--- config.mk ---
export PLATFORM = sky130hd
export DESIGN_NAME = traffic_phase_arbiter_flat
export DESIGN_NICKNAME = d
export VERILOG_FILES = /design/src/rtl/traffic_phase_arbiter_if.sv /design/src/rtl/traffic_phase_arbiter.sv /design/src/flat_wrapper.sv
export SDC_FILE = /design/constraint.sdc
export NUM_CORES = 1
export LEC_CHECK = 0
export CORE_MARGIN = 5
export CORE_UTILIZATION = 45
export CTS_CLUSTER_DIAMETER = 120
export DETAILED_ROUTE_END_ITERATION = 7
export GPL_TIMING_DRIVEN = 0
export MAX_ROUTING_LAYER = met4
export PLACE_DENSITY = 0.79
export SLEW_MARGIN = 20
export SYNTH_ARGS = -nofsm -noshare
export SYNTH_HDL_FRONTEND = slang
export SYNTH_SLANG_ARGS = --single-unit
export TNS_END_PERCENT = 100
--- constraint.sdc ---
create_clock -name clk_i -period 2.9 [get_ports clk_i]
set_input_delay 0.58 -clock clk_i [delete_from_list [all_inputs] [get_ports clk_i]]
set_output_delay 0.58 -clock clk_i [all_outputs]
set_load 0.05 [all_outputs]
--- src/rtl/traffic_phase_arbiter_if.sv ---
// ---------------------------------------------------------------------------
// traffic_phase_arbiter_if
//
// Purpose : groups the request/enable inputs and the lamp/grant outputs of the
//           traffic phase arbiter into one bundle.
//
// Signals : go     - run enable, 0 freezes the arbiter
//           req    - level requests, bit0=HS1, bit1=HS2, bit2=FS1, bit3=FS2
//           grant  - one-hot owner of the current phase, 0 in all-red
//           hs1..fs2 - 2-bit light codes (red=10, green=00, yellow=01,
//                      redyellow=11)
//           busy   - high while a phase is in progress
//           emg, emgId - emergency preemption request and target approach,
//                        present only when EMERGENCY_PREEMPT_EN is defined
//
// Modports: master - the side driving go/req (sensors or testbench)
//           slave  - the arbiter itself
// ---------------------------------------------------------------------------
`timescale 1ns/1ps

interface traffic_phase_arbiter_if;
   logic       go;
   logic [3:0] req;
   logic [3:0] grant;
   logic [1:0] hs1;
   logic [1:0] hs2;
   logic [1:0] fs1;
   logic [1:0] fs2;
   logic       busy;

`ifdef EMERGENCY_PREEMPT_EN
   logic       emg;
   logic [1:0] emgId;

   modport master (
      output go, req, emg, emgId,
      input  grant, hs1, hs2, fs1, fs2, busy
   );

   modport slave (
      input  go, req, emg, emgId,
      output grant, hs1, hs2, fs1, fs2, busy
   );
`else
   modport master (
      output go, req,
      input  grant, hs1, hs2, fs1, fs2, busy
   );

   modport slave (
      input  go, req,
      output grant, hs1, hs2, fs1, fs2, busy
   );
`endif
endinterface

--- src/rtl/traffic_phase_arbiter.sv ---
// ---------------------------------------------------------------------------
// traffic_phase_arbiter
//
// Purpose : round-robin scheduler sharing the green phase of an intersection
//           between four approaches (HS1, HS2, FS1, FS2). The granted
//           approach is walked through red-yellow, green, yellow and an
//           all-red clearance; minimum and maximum green times are enforced
//           whenever another approach is waiting.
//
// Ports   : clk_i  - clock, rising edge
//           rst_ni - asynchronous active-low reset
//           bus    - traffic_phase_arbiter_if.slave (go, req in;
//                    grant, hs1, hs2, fs1, fs2, busy out)
//
// Options : EMERGENCY_PREEMPT_EN - when defined, bus.emg/bus.emgId let an
//           emergency vehicle cut the current phase short and take the next
//           one. Undefined by default.
//
// All T_* parameters must be at least 1 and at most 2^CNT_W-1.
// ---------------------------------------------------------------------------
`timescale 1ns/1ps

module traffic_phase_arbiter #(
   parameter int CNT_W       = 5,
   parameter int T_PREP      = 1,
   parameter int T_MIN_GREEN = 5,
   parameter int T_MAX_GREEN = 15,
   parameter int T_YELLOW    = 2,
   parameter int T_CLEAR     = 1
) (
   input  logic                    clk_i,
   input  logic                    rst_ni,
   traffic_phase_arbiter_if.slave  bus
);

   typedef enum logic [1:0] {
      ALLRED,
      PREP,
      GREEN,
      YELLOW
   } phaseState_t;

   localparam logic [1:0] LAMP_RED       = 2'b10;
   localparam logic [1:0] LAMP_GREEN     = 2'b00;
   localparam logic [1:0] LAMP_YELLOW    = 2'b01;
   localparam logic [1:0] LAMP_REDYELLOW = 2'b11;

   phaseState_t       state_q, state_d;
   logic [CNT_W-1:0]  cnt_q, cnt_d;
   logic [1:0]        ptr_q, ptr_d;
   logic [1:0]        win_q, win_d;
   logic              preempt_q, preempt_d;

   logic [3:0]        grant_q, grant_d;
   logic [3:0][1:0]   lamp_q, lamp_d;
   logic              busy_q, busy_d;

   logic              emgActive;
   logic [1:0]        emgId;
   logic [3:0]        otherReq;

`ifdef EMERGENCY_PREEMPT_EN
   assign emgActive = bus.emg;
   assign emgId     = bus.emgId;
`else
   assign emgActive = 1'b0;
   assign emgId     = 2'd0;
`endif

   // True once the state has been occupied for t GO-high edges counting the
   // one about to happen, i.e. cnt has reached t-1. Done in int so a
   // duration of 1 does not turn into an always-true unsigned compare.
   function automatic logic reached(input logic [CNT_W-1:0] c, input int t);
      return (int'(c) + 1) >= t;
   endfunction

   // First requesting approach found when searching ptr, ptr+1, ... mod 4.
   function automatic logic [1:0] rrPick(input logic [3:0] req, input logic [1:0] ptr);
      logic [1:0] pick;
      logic [1:0] idx;
      logic       found;
      pick  = ptr;
      found = 1'b0;
      for (int i = 0; i < 4; i++) begin
         idx = ptr + 2'(i);
         if (!found && req[idx]) begin
            pick  = idx;
            found = 1'b1;
         end
      end
      return pick;
   endfunction

   assign otherReq = bus.req & ~(4'b0001 << win_q);

   // Next-state logic for the phase sequencer. Nothing moves while go is low,
   // so every register defaults to holding. Any state change restarts the
   // phase counter; otherwise it counts up and sticks at all-ones so an
   // uncontested green can be held forever without wrapping.
   always_comb begin
      state_d   = state_q;
      cnt_d     = cnt_q;
      ptr_d     = ptr_q;
      win_d     = win_q;
      preempt_d = preempt_q;

      if (bus.go) begin
         cnt_d = (cnt_q == {CNT_W{1'b1}}) ? cnt_q : cnt_q + CNT_W'(1);

         case (state_q)
            ALLRED: begin
               if (reached(cnt_q, T_CLEAR) && (bus.req != 4'b0000 || emgActive)) begin
                  state_d   = PREP;
                  cnt_d     = '0;
                  win_d     = emgActive ? emgId : rrPick(bus.req, ptr_q);
                  preempt_d = emgActive;
               end
            end

            PREP: begin
               if (emgActive && win_q != emgId) begin
                  state_d = YELLOW;
                  cnt_d   = '0;
               end else if (reached(cnt_q, T_PREP)) begin
                  state_d = GREEN;
                  cnt_d   = '0;
               end
            end

            GREEN: begin
               if (emgActive && win_q != emgId) begin
                  state_d = YELLOW;
                  cnt_d   = '0;
               end else if (!emgActive && otherReq != 4'b0000) begin
                  if ((!bus.req[win_q] && reached(cnt_q, T_MIN_GREEN)) ||
                      ( bus.req[win_q] && reached(cnt_q, T_MAX_GREEN))) begin
                     state_d = YELLOW;
                     cnt_d   = '0;
                  end
               end
            end

            YELLOW: begin
               if (reached(cnt_q, T_YELLOW)) begin
                  state_d = ALLRED;
                  cnt_d   = '0;
                  if (!preempt_q) begin
                     ptr_d = win_q + 2'd1;
                  end
               end
            end

            default: begin
               state_d = ALLRED;
               cnt_d   = '0;
            end
         endcase
      end
   end

   // Lamp/grant decode of the upcoming state so the outputs can be
   // registered alongside it and stay free of any path from req or go.
   always_comb begin
      busy_d  = (state_d != ALLRED);
      grant_d = busy_d ? (4'b0001 << win_d) : 4'b0000;
      lamp_d  = {4{LAMP_RED}};
      case (state_d)
         PREP:    lamp_d[win_d] = LAMP_REDYELLOW;
         GREEN:   lamp_d[win_d] = LAMP_GREEN;
         YELLOW:  lamp_d[win_d] = LAMP_YELLOW;
         default: lamp_d        = {4{LAMP_RED}};
      endcase
   end

   // State and output registers. Reset drops straight to all-red with no
   // yellow, which is the safe choice when the controller itself is reset.
   always_ff @(posedge clk_i or negedge rst_ni) begin
      if (!rst_ni) begin
         state_q   <= ALLRED;
         cnt_q     <= '0;
         ptr_q     <= 2'd0;
         win_q     <= 2'd0;
         preempt_q <= 1'b0;
         grant_q   <= 4'b0000;
         lamp_q    <= {4{LAMP_RED}};
         busy_q    <= 1'b0;
      end else begin
         state_q   <= state_d;
         cnt_q     <= cnt_d;
         ptr_q     <= ptr_d;
         win_q     <= win_d;
         preempt_q <= preempt_d;
         grant_q   <= grant_d;
         lamp_q    <= lamp_d;
         busy_q    <= busy_d;
      end
   end

   assign bus.grant = grant_q;
   assign bus.hs1   = lamp_q[0];
   assign bus.hs2   = lamp_q[1];
   assign bus.fs1   = lamp_q[2];
   assign bus.fs2   = lamp_q[3];
   assign bus.busy  = busy_q;

endmodule

--- src/flat_wrapper.sv ---
// flat-port wrapper written by rule: the top's interface ports become plain ports
module traffic_phase_arbiter_flat 
#(
   parameter int CNT_W       = 5,
   parameter int T_PREP      = 1,
   parameter int T_MIN_GREEN = 5,
   parameter int T_MAX_GREEN = 15,
   parameter int T_YELLOW    = 2,
   parameter int T_CLEAR     = 1
)
  (clk_i, rst_ni, bus_go, bus_req, bus_grant, bus_hs1, bus_hs2, bus_fs1, bus_fs2, bus_busy);
  traffic_phase_arbiter_if bus_i ();
  input  logic clk_i;
  input  logic rst_ni;
  input wire logic [$bits(bus_i.go)-1:0] bus_go;
  input wire logic [$bits(bus_i.req)-1:0] bus_req;
  output wire logic [$bits(bus_i.grant)-1:0] bus_grant;
  output wire logic [$bits(bus_i.hs1)-1:0] bus_hs1;
  output wire logic [$bits(bus_i.hs2)-1:0] bus_hs2;
  output wire logic [$bits(bus_i.fs1)-1:0] bus_fs1;
  output wire logic [$bits(bus_i.fs2)-1:0] bus_fs2;
  output wire logic [$bits(bus_i.busy)-1:0] bus_busy;
  assign bus_i.go = bus_go;
  assign bus_i.req = bus_req;
  assign bus_grant = bus_i.grant;
  assign bus_hs1 = bus_i.hs1;
  assign bus_hs2 = bus_i.hs2;
  assign bus_fs1 = bus_i.fs1;
  assign bus_fs2 = bus_i.fs2;
  assign bus_busy = bus_i.busy;
  traffic_phase_arbiter #(.CNT_W(CNT_W), .T_PREP(T_PREP), .T_MIN_GREEN(T_MIN_GREEN), .T_MAX_GREEN(T_MAX_GREEN), .T_YELLOW(T_YELLOW), .T_CLEAR(T_CLEAR)) u_core (.clk_i(clk_i), .rst_ni(rst_ni), .bus(bus_i));
endmodule
==> results.toml <==
[run_status]
status = "finished, final reports clean"

[pwr]
powerDensity_nw_per_um2 = 1120
ir_drop_mv = 0.629
leakage_nw = 0.776

[final_layout]
drive_gt1_share_pct = 17.0
fillers = 296
fin_area_um2 = 1760
nNetsFinal = 189
n_antenna_cell = 0
syn2layout_area_growth_pct = 18.5

[yosys]
syn_area_per_cell_um2 = 9.89
yosys.cell_types.count = 48
synth_edf_count = 0
synth_seq_cells = 24
synth_area_um2 = 1480
synth_top_cell_area_share_pct = 33.7
synth.most_common_cell = "dfrtp_1"
synth_flop_cell = "dfrtp_1"
synth_cells = 150
syn_nets = 167
synth_top_area_cell = "dfrtp_1"
async_reset_ff_share_pct = 100
synth_common_cells = "dfrtp_1, inv_1, nand2_1, nor2_1, ha_1"
yosys-top-cells-area = "dfrtp_1, ha_1, dfstp_2"
synth-seq-area-share_pct = 40.8
yosys_warnings = 0

[floorplanning]
io_pins = 20
rows = 20
dieArea_um2 = 4550
die_h_um = 67.4
coreArea_um2 = 3100
start_util_pct = 47.8
die_w_um = 67.4

[route]
drt-total-wl_mm = 3.13
drc = 0
ant_nets = 0
initialDrtViolationCount = 45
dr.pass1.iters = 4
wl_per_cell_um = 14.6
num_vias = 1151
routed_via_density = 5.35

[place]
portBuffers = 17
hpwlAfterDp_mm = 2.40
gp_congestion = 0.892
place_area_um2 = 1710

[global_route]
grt_max_degree = 25
grt_pass1_vias = 1197
grt_use_total_pct = 15.9
antenna_found_initial = 0
grt_pass1_wl_mm = 5.44
grt-ovfl-total = 0

[clock_network]
cts_tree = "yes"
max-clock-path-buffers = 2
htreeDepth = 1
root_buffer = "clkbuf_4"
clk_latency_ps = 320
clock_sinks = 24
path_clk_slew_ps = 140
numCtsBuffers = 3
postCtsSetupBuffers = 0

[sta]
tightest_slew_ps = 512
rsz0062_at_grt = "no"
finalSetupTns_ps = 0
period_share_pct = 93.3
fmax_mhz = 370
slew_viol_final = 0
max-slew-margin-rel_pct = 65.7
setup_viol = 0
hold_viol = 0
clock_skew_ps = 8.52
finalCriticalPeriod_ps = 2710

[setup_path]
r2r_end = "u_core.bus.grant[0]"
start_kind = "flop"
crit_path_max_incr_delay_ps = 450
ff2ff_path_depth = 10
cp_data_arrival_time_ps = 2970
crit_type = "flop to flop"
crit_fanout = 6
crit_chain = "ha_2 -> nand3_1 -> ha_1 -> nor2_1 -> mux2_4 -> a21oi_4 -> mux2i_2 -> inv_2 -> or2_1 -> a21oi_2"
required_ps = 3160
slowest_stage = "dfrtp_1"
r2r_slack_ps = 190
worst_setup_path_end_kind = "flop"
r2r-start = "u_core.cnt_q[1]"

[hold_path]
hp-class = "primary input to async pin"

[flow_run]
maxCapViolCount = 0
==> critical path: cells and delay by family (launching register included) <==
family	cells	cell delay [ps]
simple gates	3	440
compound gates	2	310
fa+ha+maj	2	630
flops	1	450
buf+inv	1	110
mux	2	700
==> cells in the final DEF, fill, tap and decap left out, types with 4 or more instances in the layout <==
cell,Yosys,layout
ha_1,10,9
nor2_1,11,11
o22ai_1,4,4
nor3_1,4,4
clkdlybuf4s50_1,0,16
nand3_1,4,4
inv_1,18,18
nand2_1,11,11
dfrtp_1,20,20
dfstp_2,4,4
o21ai_0,6,6
a21oi_2,4,4
==> flip-flops by register name, indices dropped and copies added, names as in the netlist <==
signal            cells
u_core.bus.fs2        2
u_core.ptr_q          2
u_core.bus.hs2        2
u_core.win_q          2
u_core.bus.hs1        2
u_core.state_q        2
u_core.bus.busy       1
u_core.cnt_q          5
u_core.bus.grant      4
u_core.bus.fs1        2
==> logic make-up after synthesis <==
logic type	after synthesis	synth area share, %
and+or+nand+nor	47	16.2
AOI/OAI and AO/OA	38	21.0
buffers and inverters	24	7.17
DFF	24	40.8
adders and majority gates	10	8.43
muxes	5	5.23
xor gates and xnor gates	2	1.18
==> where the power goes <==
| part | total [W] | switching [W] | internal (W) |
|---|---|---|---|
| Clock | 0.000244 | 0.000104 | 0.000140 |
| Sequential | 0.000610 | 0.000130 | 0.000480 |
| Combinational | 0.00112 | 0.000689 | 0.000428 |
==> layer usage <==
metal  wire length [um]  global-route usage, %
met1               1370                   19.2
met2               1640                   27.4
met4                  0                   2.78
met3                122                   3.83
met5                  0                      -
==> cell type report <==
cell class	count	area [um2]	area share (%)
Buffer	5	35.0	1.99
Timing Repair Buffer	17	165	9.39
Multi-Input combinational cell	102	774	44.0
Tap cell	44	55.1	3.13
Clock buffer	3	22.5	1.28
Clock inverter	1	30.0	1.71
Inverter	19	71.3	4.05
Sequential cell	24	606	34.4
==> worst max-delay path by stage <==
stage	startpoint	cells after the start	slack, ps	end
global route	u_core.cnt_q[1]	10	7	u_core.bus.grant[0]
finish	u_core.cnt_q[1]	10	190	u_core.bus.grant[0]
floorplan	u_core.cnt_q[0]	9	530	u_core.bus.hs1[1]
CTS	u_core.cnt_q[1]	10	140	u_core.bus.grant[0]
global placement	bus_req[0]	7	230	u_core.bus.hs1[1]
detailed placement	u_core.cnt_q[0]	10	190	u_core.bus.grant[0]
==> stage by stage <==
| stage | hold WS [ps] | total power [W] | setup slack, ps | util (%) | cells |
|---|---|---|---|---|---|
| final | 206 | 0.00197 | 194 | 56.7 | 215 |
| after CTS | 619 | 0.00198 | 141 | 56.8 | 215 |
| after detailed placement | 589 | 0.00173 | 188 | 55.1 | 211 |
| after global routing | 237 | 0.00211 | 7.31 | 56.7 | 215 |
| after global placement | 555 | 0.00168 | 231 | 55.1 | 211 |
| after floorplan | 284 | 0.00142 | 529 | - | 150 |
==> repair_timing <==
item                                    in CTS  in global routing
endpoints found under the setup margin       0                  4
resized for setup                            0                  1
hold buffers                                 0                  0
Note: power is estimated with default switching activity, not from simulation.
